### config.mk
export PLATFORM = sky130hd
export DESIGN_NAME = matmul_host_sequencer
export DESIGN_NICKNAME = d
export VERILOG_FILES = /design/src/rtl/matmul_host_sequencer_pkg.sv /design/src/rtl/matmul_host_sequencer_rdfifo.sv /design/src/rtl/matmul_host_sequencer.sv
export SDC_FILE = /design/constraint.sdc
export NUM_CORES = 1
export LEC_CHECK = 0
export CAP_MARGIN = 10
export CORE_ASPECT_RATIO = 2
export CORE_MARGIN = 1.5
export CORE_UTILIZATION = 25
export CTS_CLUSTER_SIZE = 24
export DETAILED_ROUTE_END_ITERATION = 8
export PLACE_DENSITY_LB_ADDON = 0.08
export SYNTH_ARGS = -nofsm -noshare
export SYNTH_HDL_FRONTEND = slang
export SYNTH_HIERARCHICAL = 1
export SYNTH_SLANG_ARGS = --single-unit
### constraint.sdc
create_clock -name clk -period 4.2 [get_ports clk]
set_clock_uncertainty 0.05 [all_clocks]
set_input_delay 0.84 -clock clk [delete_from_list [all_inputs] [get_ports clk]]
set_output_delay 0.84 -clock clk [all_outputs]
set_load 0.05 [all_outputs]
### src/rtl/matmul_host_sequencer_pkg.sv
// Shared constants and FSM encoding for the matmul host sequencer.
package matmul_host_sequencer_pkg;

  localparam int DWIDTH = 16;
  localparam int SIZE   = 8;
  localparam int AWIDTH = 7;
  localparam int WR_LAT = 2;
  localparam int RD_LAT = 3;
  localparam int ROW_W  = SIZE * DWIDTH;

  typedef enum logic [2:0] {
    IDLE,
    PREP_WR,
    LOAD_A,
    LOAD_B,
    DRAIN_WR,
    COMPUTE,
    GAP,
    READ_C
  } state_t;

endpackage

### src/rtl/matmul_host_sequencer_rdfifo.sv
// Synchronous read-return FIFO with occupancy count; push and pop may coincide.
module matmul_seq_rdfifo #(
  parameter int WIDTH = 128,
  parameter int DEPTH = 4
) (
  input  logic                   clk,
  input  logic                   reset,
  input  logic                   push,
  input  logic [WIDTH-1:0]       push_data,
  input  logic                   pop,
  output logic [WIDTH-1:0]       head,
  output logic [$clog2(DEPTH):0] count,
  output logic                   empty
);

  localparam int PW = $clog2(DEPTH);

  logic [WIDTH-1:0] mem [DEPTH];
  logic [PW-1:0]    wr_ptr;
  logic [PW-1:0]    rd_ptr;
  logic             do_push;
  logic             do_pop;

  assign empty   = (count == '0);
  assign do_pop  = pop && !empty;
  assign do_push = push && ((count != (PW+1)'(DEPTH)) || do_pop);
  assign head    = mem[rd_ptr];

  // NOTE: non-blocking assignments so every register samples pre-edge values.
  always_ff @(posedge clk) begin
    if (reset) begin
      wr_ptr <= '0;
      rd_ptr <= '0;
      count  <= '0;
    end else begin
      if (do_push) wr_ptr <= wr_ptr + 1'b1;
      if (do_pop)  rd_ptr <= rd_ptr + 1'b1;
      count <= count + (PW+1)'(do_push) - (PW+1)'(do_pop);
    end
  end

  // NOTE: storage is not reset; head only matters while count is nonzero.
  always_ff @(posedge clk) begin
    if (do_push) mem[wr_ptr] <= push_data;
  end

endmodule

### src/rtl/matmul_host_sequencer.sv
// Host-side sequencer: loads A/B rows into the matmul BRAMs, runs the multiply,
// and streams C rows back through a credit-limited read FIFO.
module matmul_host_sequencer
  import matmul_host_sequencer_pkg::*;
#(
  parameter int FIFO_DEPTH = 4,
  parameter int TIMEOUT    = 1024
) (
  input  logic              clk,
  input  logic              reset,
  input  logic              cmd_go,
  input  logic              in_valid,
  output logic              in_ready,
  input  logic [ROW_W-1:0]  in_data,
  output logic              out_valid,
  input  logic              out_ready,
  output logic [ROW_W-1:0]  out_data,
  output logic              busy,
  output logic              error,
  output logic              enable_writing_to_mem,
  output logic              enable_reading_from_mem,
  output logic [AWIDTH-1:0] addr_pi,
  output logic [ROW_W-1:0]  data_pi,
  output logic              we_a,
  output logic              we_b,
  output logic              we_c,
  output logic              start_mat_mul,
  input  logic              done_mat_mul,
  input  logic [ROW_W-1:0]  data_from_out_mat
);

  localparam int RW = $clog2(SIZE) + 1;
  localparam int TW = $clog2(TIMEOUT) + 1;
  localparam int CW = $clog2(FIFO_DEPTH) + 1;

  state_t           state, state_next;
  logic             accept, issue, tap, pop, timed_out, credit_ok;
  logic             fifo_empty;
  logic [RW-1:0]    row_cnt, iss_cnt, pop_cnt;
  logic [TW-1:0]    cyc_cnt;
  logic [CW-1:0]    out_cnt, fifo_count;
  logic [WR_LAT-1:0] wr_vld, wr_isb;
  logic [ROW_W-1:0] wr_dat [WR_LAT];
  logic [RD_LAT-1:0] rd_pipe;
  logic [ROW_W-1:0] fifo_head;

  assign busy      = (state != IDLE);
  assign accept    = in_valid && in_ready;
  assign tap       = rd_pipe[RD_LAT-1];
  assign out_valid = !fifo_empty;
  assign out_data  = fifo_empty ? '0 : fifo_head;
  assign pop       = out_valid && out_ready;
  assign credit_ok = ((CW+1)'(out_cnt) + (CW+1)'(fifo_count)) < (CW+1)'(FIFO_DEPTH);

  always_ff @(posedge clk) begin
    if (reset) state <= IDLE;
    else       state <= state_next;
  end

  // NOTE: every output gets a default first so no path through the case infers a latch.
  always_comb begin
    state_next              = state;
    in_ready                = 1'b0;
    enable_writing_to_mem   = 1'b0;
    enable_reading_from_mem = 1'b0;
    start_mat_mul           = 1'b0;
    we_c                    = 1'b0;
    addr_pi                 = '0;
    issue                   = 1'b0;
    timed_out               = 1'b0;
    case (state)
      IDLE:    if (cmd_go) state_next = PREP_WR;
      PREP_WR: begin
        enable_writing_to_mem = 1'b1;
        state_next            = LOAD_A;
      end
      LOAD_A, LOAD_B: begin
        enable_writing_to_mem = 1'b1;
        in_ready              = 1'b1;
        addr_pi               = AWIDTH'(row_cnt);
        if (in_valid && row_cnt == RW'(SIZE - 1))
          state_next = (state == LOAD_A) ? LOAD_B : DRAIN_WR;
      end
      DRAIN_WR: begin
        enable_writing_to_mem = 1'b1;
        if (cyc_cnt == TW'(WR_LAT - 1)) state_next = COMPUTE;
      end
      COMPUTE: begin
        // done drops start/we_c combinationally in the same cycle it arrives
        if (done_mat_mul) begin
          state_next = GAP;
        end else begin
          start_mat_mul = 1'b1;
          we_c          = 1'b1;
          if (cyc_cnt == TW'(TIMEOUT - 1)) begin
            timed_out  = 1'b1;
            state_next = IDLE;
          end
        end
      end
      GAP: begin
        enable_reading_from_mem = 1'b1;
        state_next              = READ_C;
      end
      READ_C: begin
        enable_reading_from_mem = 1'b1;
        addr_pi                 = AWIDTH'(iss_cnt);
        issue                   = (iss_cnt < RW'(SIZE)) && credit_ok;
        if (pop && pop_cnt == RW'(SIZE - 1)) state_next = IDLE;
      end
      default: state_next = IDLE;
    endcase
  end

  always_ff @(posedge clk) begin
    if (reset) begin
      row_cnt <= '0;
      cyc_cnt <= '0;
      iss_cnt <= '0;
      pop_cnt <= '0;
      out_cnt <= '0;
      rd_pipe <= '0;
      wr_vld  <= '0;
      wr_isb  <= '0;
      error   <= 1'b0;
    end else begin
      if (accept) row_cnt <= (row_cnt == RW'(SIZE - 1)) ? '0 : row_cnt + 1'b1;
      if (state_next == state && (state == DRAIN_WR || state == COMPUTE))
        cyc_cnt <= cyc_cnt + 1'b1;
      else
        cyc_cnt <= '0;
      iss_cnt <= (state == READ_C) ? iss_cnt + RW'(issue) : '0;
      pop_cnt <= (state == READ_C) ? pop_cnt + RW'(pop) : '0;
      out_cnt <= out_cnt + CW'(issue) - CW'(tap);
      rd_pipe <= {rd_pipe[RD_LAT-2:0], issue};
      wr_vld  <= {wr_vld[WR_LAT-2:0], accept};
      wr_isb  <= {wr_isb[WR_LAT-2:0], (state == LOAD_B)};
      if (timed_out)                  error <= 1'b1;
      else if (state == IDLE && cmd_go) error <= 1'b0;
    end
  end

  // Row data rides alongside wr_vld; data_pi is gated so stale rows never show.
  always_ff @(posedge clk) begin
    wr_dat[0] <= in_data;
    for (int i = 1; i < WR_LAT; i++) wr_dat[i] <= wr_dat[i-1];
  end

  assign we_a    = wr_vld[WR_LAT-1] && !wr_isb[WR_LAT-1];
  assign we_b    = wr_vld[WR_LAT-1] &&  wr_isb[WR_LAT-1];
  assign data_pi = wr_vld[WR_LAT-1] ? wr_dat[WR_LAT-1] : '0;

  matmul_seq_rdfifo #(
    .WIDTH (ROW_W),
    .DEPTH (FIFO_DEPTH)
  ) u_rdfifo (
    .clk       (clk),
    .reset     (reset),
    .push      (tap),
    .push_data (data_from_out_mat),
    .pop       (pop),
    .head      (fifo_head),
    .count     (fifo_count),
    .empty     (fifo_empty)
  );

endmodule

==> results.yml <==
outcome:
  outcome: "complete, no violations"
timing:
  period_share: 0.930
  setup_viol: 0
  setup_tns_ns: 0
  slew_headroom: 0.537
  worst_pin_slew_ns: 0.693
  holdWs_ns: 0.273
  min_period_ns: 3.90
  worst_slack_ns: 0.296
  slew_violations: 0
  fmax_ghz: 0.256
  rsz0062_at_grt: "no"
  finalHoldViolCount: 0
clock_network:
  cts_root_buffer: "clkbuf_16"
  clock-sinks: 814
  numCtsBuffers: 80
  path_clk_slew_ns: 0.06
  cts_hold_buf: 0
  cts_tree: "yes"
  clk_latency_ns: 0.66
  cts.path.max_buffers: 3
  htreeDepth: 3
finish:
  area_delta_synth_final_pct: 36.8
  seq_area_sq_um: 21400
  layout-drive-gt1-share: 0.147
  nNetsFinal: 2344
  multi_input_area_sq_um: 5740
  fill_cells: 10500
  final_area_sq_um: 37700
global_routing:
  grt.overflow.total: 0
  grt_first_pass_wirelength_microns: 111000
  grt_pass1_vias: 16500
  grt_usage: 0.135
  grt_max_degree: 73
  antenna_found_initial: 20
worst_setup_path:
  cp_top_family: "buffers and inverters"
  critPathKind: "flip-flop to primary output"
  max_stage_delay_ns: 0.87
  crit_slowest_cell: "clkdlybuf4s50_1"
  worstPathMaxFanout: 19
  end_kind: "primary output"
  crit_required_ns: 3.31
  setup.worst_path.start_class: "flip-flop"
  arrival_ns: 3.01
  crit_buf_inv: 2
  crit_chain: "buf_4 -> mux4_2 -> nor2b_1 -> clkdlybuf4s50_1"
floorplan:
  die_w_microns: 238
  num_io_pins: 535
  initial_utilization: 0.252
  rows: 172
  die_h_microns: 473
  dieArea_sq_um: 112000
  core_area_sq_um: 110000
route:
  antenna_left: 0
  first_pass_iters: 4
  initialDrtViolationCount: 410
  vias_per_cell: 4.17
  num_vias: 14700
  drt_wl_total_microns: 74900
  avgRoutedWirePerCell_microns: 21.3
  drc: 0
run:
  max_cap_viol_count: 0
place:
  pre_cts_ws_ns: 0.779
  place.port_buffers: 531
  placedInstanceArea_sq_um: 34900
  hpwl_microns: 49900
  gp_congestion: 0.708
yosys:
  synth_top_family_by_area: "multiplexers"
  synthMuxAreaShare: 0.106
  synth_cell_type_count: 50
  ys_ff_latch: 814
  synth_compound_area_frac: 0.00699
  avgSynthCellArea_sq_um: 18.8
  synth-main-ff-cell: "edfxtp_1"
  seq_area_frac_synth: 0.777
  synthAdderAreaFrac: 0.00917
  synth_area_sq_um: 27600
  synthXorXnorAreaFrac: 0.00572
  yosysWarnings: 6
  syn_inst: 1464
  synth-simple-area-share: 0.0798
  synth_edf_count: 512
  synthArstFlopShare: 0
power_and_ir_drop:
  p_int_w: 0.0132
  finalPower_w: 0.0166
  seqPwrFrac: 0.524
  p_sw_frac: 0.203
  p_clk_frac: 0.446
  worst_ir_drop_vdd_mv: 0.317
  p_sw_w: 0.00337
  power.share.combinational: 0.030
  power.leakage_nw: 12.5
  powerDensity_nw_per_um2: 439
worst_hold_path:
  hold_path_class: "flip-flop to flip-flop"
cells in the final DEF, fill, tap and decap left out, types with 3 or more instances in the layout:
| cell type | netlist | routed |
|---|---|---|
| a21oi_1 | 11 | 11 |
| and2_1 | 134 | 134 |
| and2_4 | 1 | 5 |
| and3b_1 | 3 | 3 |
| buf_12 | 0 | 25 |
| buf_4 | 15 | 28 |
| bufinv_16 | 0 | 8 |
| clkbuf_1 | 33 | 16 |
| clkbuf_16 | 0 | 85 |
| clkbuf_8 | 0 | 5 |
| clkdlybuf4s50_1 | 0 | 530 |
| clkinv_1 | 0 | 10 |
| clkinv_2 | 0 | 10 |
| clkinv_8 | 0 | 3 |
| conb_1 | 1 | 3 |
| dfxtp_1 | 302 | 299 |
| diode_2 | 0 | 3 |
| edfxtp_1 | 512 | 512 |
| ha_1 | 17 | 17 |
| inv_1 | 17 | 17 |
| mux4_2 | 128 | 128 |
| nand2_1 | 16 | 16 |
| nand2b_1 | 3 | 3 |
| nand3_1 | 12 | 12 |
| nor2_1 | 29 | 29 |
| nor2b_1 | 139 | 139 |
| nor3_1 | 10 | 9 |
| o21ai_0 | 4 | 4 |
| xnor2_1 | 11 | 11 |
| xor2_1 | 7 | 7 |
flip-flops by register name (all words and copies together), names as in the netlist, 3 cells and up, named ones only:
register	cells
out_cnt	3
wr_dat	256
u_rdfifo/mem	512
state	3
row_cnt	4
cyc_cnt	11
pop_cnt	4
rd_pipe	3
u_rdfifo/count	3
iss_cnt	4
cells in the mapped netlist (all sizes together) (4+ instances only):
library cell,instances,area [sq um]
ha,17,213
nand2,16,60.1
edfxtp,512,15400
nor2,29,109
inv,18,67.6
xor2,7,61.3
and2,139,877
o21ai,4,20.0
nand3,13,77.6
mux4,128,2880
clkbuf,33,124
nor2b,139,870
xnor2,11,96.3
dfxtp,302,6050
nor3,10,50.1
buf,36,226
a21oi,11,55.1
path summary, 6_finish.rpt:
check	from	end	slack [ns]	cells past startpoint
hold / removal	wr_dat[0][109]	wr_dat[0][237]	0.27	0
setup reg to reg	u_rdfifo/count[1]	u_rdfifo/count[2]	1.11	12
setup / recovery	flip-flop	out_data[35]	0.30	4
hold reg to reg	wr_dat[0][109]	wr_dat[0][237]	0.27	0
area by class of cell:
class | count | share of cell area
Sequential cell | 814 | 0.568
Antenna cell | 3 | 0.000199
Clock buffer | 106 | 0.0598
Clock inverter | 38 | 0.0117
Inverter | 18 | 0.00179
Timing Repair Buffer | 584 | 0.160
Tap cell | 1392 | 0.0462
Multi-Input combinational cell | 565 | 0.152
cells by family after synthesis:
group           after synthesis
buf+inv                      87
other cells                   1
compound gates               28
fa+ha+maj                    19
simple gates                366
flops                       814
mux                         131
xor+xnor                     18
worst register-to-register path, cell delays in order, from the launching register on:
cell and delay, ns:
dfxtp_1 0.40, nor3_2 0.56, nor2b_1 0.18, o41a_4 0.44
inv_1 0.08, ha_1 0.23, inv_1 0.06, ha_1 0.13
inv_1 0.05, fa_1 0.40, xor2_1 0.16, and2_1 0.16
nor3_1 0.12
power groups by stage:
stage	combinational [W]	sequential, W	clock, W
after global placement	0.000496	0.00884	0
after floorplan	0.000157	0.00881	0
final	0.000499	0.00867	0.00738
after global routing	0.000537	0.00868	0.00796
after CTS	0.000508	0.00867	0.00771
after detailed placement	0.000505	0.00885	0
repair_timing:
item                       4_1_cts  5_1_grt
gates resized for setup          0        1
buffers inserted                 0       11
setup endpoints to repair        0        2
layer usage:
metal	share of wire	track usage	vias to the layer above
met1	0.39	0.149	7370
li1	-	-	6614
met4	0.022	0.0452	28
met2	0.48	0.226	536
met3	0.11	0.0647	125
met5	0.0023	0	-
metrics by stage:
step | util | std cells
3_3_place_gp | 0.319 | 3362
3_5_place_dp | 0.319 | 3362
4_1_cts | 0.343 | 3506
5_1_grt | 0.344 | 3518
6_report | 0.344 | 3520
2_1_floorplan | - | 1466
(Power assumes the default switching activity.)
